`config.mk`:
```
export PLATFORM = sky130hd
export DESIGN_NAME = apb_mem_bridge
export DESIGN_NICKNAME = d
export VERILOG_FILES = /design/src/rtl/apb_mem_bridge.sv
export SDC_FILE = /design/constraint.sdc
export NUM_CORES = 1
export LEC_CHECK = 0
export BUFFER_PORTS_ARGS = -buffer_cell sky130_fd_sc_hd__buf_2
export CAP_MARGIN = 20
export CORE_ASPECT_RATIO = 1.25
export CORE_MARGIN = 2
export CORE_UTILIZATION = 28
export CTS_CLUSTER_SIZE = 8
export DETAILED_ROUTE_END_ITERATION = 10
export GPL_ROUTABILITY_DRIVEN = 0
export GPL_TIMING_DRIVEN = 0
export HOLD_SLACK_MARGIN = 0.08
export SLEW_MARGIN = 20
export SYNTH_ARGS = -nofsm -noshare
export SYNTH_HDL_FRONTEND = slang
export SYNTH_SLANG_ARGS = --single-unit
```
`constraint.sdc`:
```
create_clock -name clk -period 4.6 [get_ports clk]
set_clock_uncertainty 0.15 [all_clocks]
set_input_delay 0.23 -clock clk [delete_from_list [all_inputs] [get_ports clk]]
set_output_delay 0.23 -clock clk [all_outputs]
set_load 0.02 [all_outputs]
```
`src/rtl/apb_mem_bridge.sv`:
```
// APB3 completer bridging each transfer to one simple-memory request, with PSLVERR on bad addresses.
// Optional REQ-phase timeout abort enabled by defining APB_MEM_BRIDGE_TIMEOUT_EN.
module apb_mem_bridge #(
  parameter int unsigned ADDR_W         = 4,
  parameter int unsigned DATA_W         = 32,
  parameter int unsigned PADDR_W        = 32,
  parameter int unsigned TIMEOUT_CYCLES = 16
) (
  input  logic               clk,
  input  logic               reset,
  input  logic               psel,
  input  logic               penable,
  input  logic               pwrite,
  input  logic [PADDR_W-1:0] paddr,
  input  logic [DATA_W-1:0]  pwdata,
  output logic               pready,
  output logic [DATA_W-1:0]  prdata,
  output logic               pslverr,
  output logic               req_o,
  output logic               req_rnw_o,
  output logic [ADDR_W-1:0]  req_addr_o,
  output logic [DATA_W-1:0]  req_wdata_o,
  input  logic               req_ready_i,
  input  logic [DATA_W-1:0]  req_rdata_i
);

  typedef enum logic [1:0] {IDLE, REQ, RESP, ERR} state_e;

  state_e              state_q, state_d;
  logic                setup_c, bad_addr_c, hs_c, timeout_c;
  logic                pready_d, pslverr_d, req_d, rnw_d;
  logic [ADDR_W-1:0]   addr_d;
  logic [DATA_W-1:0]   wdata_d, prdata_d;

  assign setup_c    = psel & ~penable;
  assign bad_addr_c = (paddr[1:0] != 2'b00) | (paddr[PADDR_W-1:ADDR_W+2] != '0);
  assign hs_c       = req_o & req_ready_i;

`ifdef APB_MEM_BRIDGE_TIMEOUT_EN
  localparam int unsigned CNT_W = (TIMEOUT_CYCLES > 2) ? $clog2(TIMEOUT_CYCLES) : 1;

  logic [CNT_W-1:0] cnt_q, cnt_d;

  // Cycles spent in REQ; zero on entry, cleared whenever REQ is left.
  always_comb begin
    cnt_d = '0;
    if (state_q == REQ && state_d == REQ) cnt_d = cnt_q + CNT_W'(1);
  end

  always_ff @(posedge clk) begin
    if (reset) cnt_q <= '0;
    else       cnt_q <= cnt_d;
  end

  assign timeout_c = (state_q == REQ) && (cnt_q == CNT_W'(TIMEOUT_CYCLES - 1));
`else
  logic unused_timeout_c;
  assign unused_timeout_c = (TIMEOUT_CYCLES != 0);
  assign timeout_c        = 1'b0;
`endif

  // State register
  always_ff @(posedge clk) begin
    if (reset) state_q <= IDLE;
    else       state_q <= state_d;
  end

  // Next state: a handshake wins over an abort or a timeout in the same cycle
  always_comb begin
    state_d = state_q;
    unique case (state_q)
      IDLE: if (setup_c) state_d = bad_addr_c ? ERR : REQ;
      REQ: begin
        if (hs_c)           state_d = RESP;
        else if (!psel)     state_d = IDLE;
        else if (timeout_c) state_d = ERR;
      end
      RESP:    state_d = IDLE;
      ERR:     state_d = IDLE;
      default: state_d = IDLE;
    endcase
  end

  // Output next values; the error response leaves ERR one cycle after the decode
  always_comb begin
    pready_d  = 1'b0;
    pslverr_d = 1'b0;
    prdata_d  = prdata;
    req_d     = (state_d == REQ);
    rnw_d     = req_rnw_o;
    addr_d    = req_addr_o;
    wdata_d   = req_wdata_o;
    unique case (state_q)
      IDLE: begin
        if (setup_c) begin
          rnw_d   = ~pwrite;
          addr_d  = paddr[ADDR_W+1:2];
          wdata_d = pwdata;
        end
      end
      REQ: begin
        if (hs_c) begin
          pready_d = 1'b1;
          if (req_rnw_o) prdata_d = req_rdata_i;
        end
      end
      ERR: begin
        pready_d  = 1'b1;
        pslverr_d = 1'b1;
      end
      default: ;
    endcase
  end

  always_ff @(posedge clk) begin
    if (reset) begin
      pready      <= 1'b0;
      pslverr     <= 1'b0;
      prdata      <= '0;
      req_o       <= 1'b0;
      req_rnw_o   <= 1'b1;
      req_addr_o  <= '0;
      req_wdata_o <= '0;
    end else begin
      pready      <= pready_d;
      pslverr     <= pslverr_d;
      prdata      <= prdata_d;
      req_o       <= req_d;
      req_rnw_o   <= rnw_d;
      req_addr_o  <= addr_d;
      req_wdata_o <= wdata_d;
    end
  end

endmodule

```
# After elaboration in Yosys (flattened, before gate mapping)
# Cells that the tools add are included.
[word_totals]
elab_cells = 31
output_inout_bits = 72
reg_bits = 74
[classes]
eq_ne = 4
reduce_logical = 6
n_bitwise = 5
n_mux = 8
[op_table]
columns = ["cell", "count"]
rows = [
  ["$reduce_bool 26->1", 1],
  ["$mux 2", 4],
  ["$pmux 2 s3", 1],
  ["$eq 2x1->1 const B", 2],
  ["$eq 2x2->1 const B", 2],
  ["$reduce_and 3->1", 1],
  ["$and 1x1->1", 2],
  ["$logic_not 2->1", 1],
  ["$mux 1", 2],
  ["$not 1->1", 2],
  ["$pmux 1 s2", 1],
  ["$reduce_and 2->1", 1],
  ["$reduce_bool 2->1", 1],
  ["$reduce_or 2->1", 1],
  ["$or 1x1->1", 1],
]

# Longest topological paths before layout
[logic_depth]
depth_word = 6
depth_mapped = 6
depth_no_buf = 4

# Worst setup path before layout
# OpenSTA, ideal clock, no wires.
[synth_timing]
kind = "flip-flop to flip-flop"
start = "reg state_q[1]"
end = "reg req_addr_o[0]"
setup_ns = 0.135
arrival_ns = 1.207
slack_ns = 3.108
stages_incl_launch_ff = 7
cell_sequence = "dfxtp_1 > nand2b_4 > or3_1 > buf_2 > buf_2 > nand2_1 > a21oi_1"
[synth_between]
elab_chain_cells = 2
[synth_rtl]
columns = ["item", "line_no", "rtl"]
rows = [
  ["start, declared", "29", "state_e state_q, state_d;"],
  ["start signal, assigned", "65", "else state_q <= state_d;"],
  ["$logic_not 2->1", "93", "unique case (state_q)"],
  ["$reduce_and 2->1 (no source line)", "--", ""],
  ["end signal, assigned", "130", "req_addr_o <= addr_d;"],
  ["end, declared", "21", "output logic [ADDR_W-1:0] req_addr_o,"],
]
# No other way between the ends.
# A chain may end at the register's enable or synchronous reset.

# Worst setup path in the final report
[layout_timing]
start = "in psel"
end = "reg req_wdata_o[30]"
[layout_between]
elab_chain_cells = 2
[layout_rtl]
columns = ["item", "line_no", "rtl"]
rows = [
  ["start, declared", "11", "input logic psel,"],
  ["$and 1x1->1", "35", "assign setup_c = psel & ~penable;"],
  ["$reduce_and 2->1 (no source line)", "--", ""],
  ["end signal, assigned", "131", "req_wdata_o <= wdata_d;"],
  ["end, declared", "22", "output logic [DATA_W-1:0] req_wdata_o,"],
]
# No other way between the ends.

==> results.sh <==
export IMPL_hpwl_mm=6.216
export IMPL_end_kind="flop"
export IMPL_final_area_um2=4868
export IMPL_drt_wl_total_mm=9.000
export IMPL_required_ns=4.64
export IMPL_ys_flop_type="dfxtp_1"
export IMPL_die_w_um=93.69
export IMPL_p_leak_nw=2.147
export IMPL_cts_root_buf="clkbuf_16"
export IMPL_multi_input_area_um2=1196
export IMPL_io_buffers=172
export IMPL_status="completed"
export IMPL_die_h_um=116.1
export IMPL_cts_tree="built"
export IMPL_critPathMaxStageDelay_ns=0.54
export IMPL_use_met1_pct=19.03
export IMPL_power_total_mw=1.646
export IMPL_htree_levels=3
export IMPL_first_iter_violations=85
export IMPL_grt_pass1_vias=3009
export IMPL_fmax_mhz=549.9
export IMPL_finalSetupViolations=0
export IMPL_post_cts_buffers=0
export IMPL_ys_ff_latch=74
export IMPL_clk_latency_ns=0.32
export IMPL_regArea_um2=1481
export IMPL_io_pins=174
export IMPL_worstMarginPinSlew_ns=0.7008
export IMPL_switching_share_pct=21.93
export IMPL_grt_busiest_layer="met2"
export IMPL_syn_inst=327
export IMPL_clkPwrFrac_pct=47.8
export IMPL_p_sw_mw=0.3608
export IMPL_slew_viol_final=0
export IMPL_startpoint_type="primary input"
export IMPL_drt_pass1_iterations=6
export IMPL_worst_setup_path_type="in -> reg"
export IMPL_cp_common_cell="buf_2"
export IMPL_hold_viol=0
export IMPL_ir_worst_vdd_uv=182.3
export IMPL_fin_crit_ns=1.819
export IMPL_synthToLayoutAreaGrowth_pct=72.93
export IMPL_post_dp_cell_area_um2=3834
export IMPL_synth_edf_count=0
export IMPL_crit_arrival_ns=1.86
export IMPL_start_util_pct=28.99
export IMPL_cts_sinks=74
export IMPL_post_route_period_util_pct=39.54
export IMPL_ys_types=24
export IMPL_syn_nets=429
export IMPL_viasPerCell=4.381
export IMPL_diodes=0
export IMPL_coreArea_um2=9709
export IMPL_nFillCells=905
export IMPL_core_rowCount=40
export IMPL_grt_max_degree=13
export IMPL_numCtsBuffers=9
export IMPL_grtUsageTotal_pct=16.22
export IMPL_syn_avg_cell_area_um2=8.609
export IMPL_clk_pin_slew_ns=0.06
export IMPL_cp_slowest_cell="dlygate4sd3_1"
export IMPL_synth_most_common_cell="nand2_1"
export IMPL_pwr_share_comb_pct=11.6
export IMPL_p_int_mw=1.285
export IMPL_drive_gt1_share_pct=42.56
export IMPL_num_vias=3115
export IMPL_synth_top_area_share_pct=52.62
export IMPL_seq_area_frac_synth_pct=52.62
export IMPL_grt_pass1_wl_mm=13.94
export IMPL_grt_ovfl_total=0
export IMPL_synth_top_area_cell="dfxtp_1"
export IMPL_use_met2_pct=27.52
export IMPL_grt_use_met3_pct=5.355
export IMPL_dieArea_um2=10880
export IMPL_wl_per_cell_um=12.66
export IMPL_finalSetupTns_ns=0
export IMPL_synth_area_um2=2815
export IMPL_synth_commonest_cells="nand2_1 (118), dfxtp_1 (74), a21oi_1 (40), a21oi_2 (30), nand2_2 (20)"
export IMPL_seqPwrFrac_pct=40.6
export IMPL_synthArstFlopShare_pct=0
export IMPL_path_max_fanout=10
export IMPL_route_detailed_drc=0
export IMPL_synth_area_leaders="dfxtp_1 (53%), nand2_1 (16%), a21oi_2 (9.3%)"
export IMPL_max_clock_path_buffers=2
export IMPL_p_per_area_nw_per_um2=338.0
export IMPL_max_cap_violations=0
export IMPL_antenna_found_initial=0
export IMPL_ant_nets=0
export IMPL_rsz0062_at_grt="false"
export IMPL_cts_resized=0
export IMPL_worstPathCellList="dlygate4sd3_1, buf_2, nand2b_4, or3_1, buf_2, buf_2, nand2_1, a21oi_1"
export IMPL_hold_class="in -> reg"
export IMPL_fin_nets=682
export IMPL_yosysWarnings=0
export IMPL_relSlewSlack_pct=53.28
==> final timing paths <==
| check | startpoint | to | slack, ns | depth (start not counted) |
|---|---|---|---|---|
| setup reg to reg | state_q[0] | prdata[18] | 2.87 | 5 |
| setup / recovery | psel | req_wdata_o[30] | 2.78 | 8 |
| hold / removal | req_ready_i | pready | 0.1 | 3 |
| hold reg to reg | req_wdata_o[20] | req_wdata_o[20] | 0.30 | 2 |
==> layout by cell type, fill, tap and decap left out <==
cell	instances
and4b_1	1
nand4b_1	1
clkinv_2	3
dfxtp_1	74
clkbuf_1	12
buf_12	2
clkbuf_16	9
nor4_1	7
nand2b_4	1
a211o_1	1
and2_1	2
buf_1	1
bufinv_16	3
o22ai_1	1
a21oi_2	30
dlygate4sd3_1	70
nor3_4	1
or3_1	1
nor2_1	3
and3b_1	1
nor3_1	1
a21oi_1	40
buf_6	2
nand2_2	20
nand2_1	118
nand4_1	1
buf_2	178
nor3b_1	1
==> area by class of cell <==
class,count,share of cell area (%)
Buffer,22,2.827
Clock inverter,6,2.159
Clock buffer,10,4.703
Tap cell,126,3.238
Timing Repair Buffer,242,32.07
Multi-Input combinational cell,231,24.57
Sequential cell,74,30.43
==> per-stage QoR <==
step	setup slack [ns]	hold WS, ns	std cells	utilization, %
after floorplan	3.108	0.2069	327	-
after global placement	2.871	0.2886	625	39.48
after detailed placement	2.853	0.2953	625	39.48
after CTS	2.799	0.08670	711	50.14
after global routing	2.673	0.08049	711	50.14
final	2.781	0.09605	711	50.14
==> sequential cells by signal (all words and copies together) (netlist names) <==
signal / count
state_q: 2
req_o: 1
pready: 1
req_rnw_o: 1
req_wdata_o: 32
req_addr_o: 4
prdata: 32
pslverr: 1
==> power groups by stage <==
stage	registers [mW]	logic, mW	clock network [mW]
2_1_floorplan	0.703	0.0475	0
3_3_place_gp	0.682	0.143	0
3_5_place_dp	0.682	0.145	0
4_1_cts	0.668	0.190	0.809
5_1_grt	0.670	0.208	0.840
6_report	0.668	0.191	0.786
==> cell families (layout without fill, tap and decap cells) <==
family                 Yosys count  count (layout)  share of synthesized area (%)
flip-flops                      74              74                          52.62
AO/OA/AOI/OAI                   72              72                          16.98
AND/OR/NAND/NOR                159             159                          25.51
buffers and inverters           22             280                          4.889
==> critical path: cells and delay by family <==
kind | cells | cell delay [ns]
buf+inv | 4 | 1.09
compound gates | 1 | 0.06
simple gates | 3 | 0.46
==> what timing repair did <==
item	4_1_cts	5_1_grt
endpoints found under the hold margin	70	0
setup endpoints to repair	0	0
hold buffers	70	0
==> layer usage <==
layer / share of wire, % / wire length, um
met5: 0 / 0
met1: 42 / 3819
met3: 6.4 / 573
met4: 1.9 / 171
met2: 49 / 4435
Note: power is estimated with default switching activity, not from simulation.
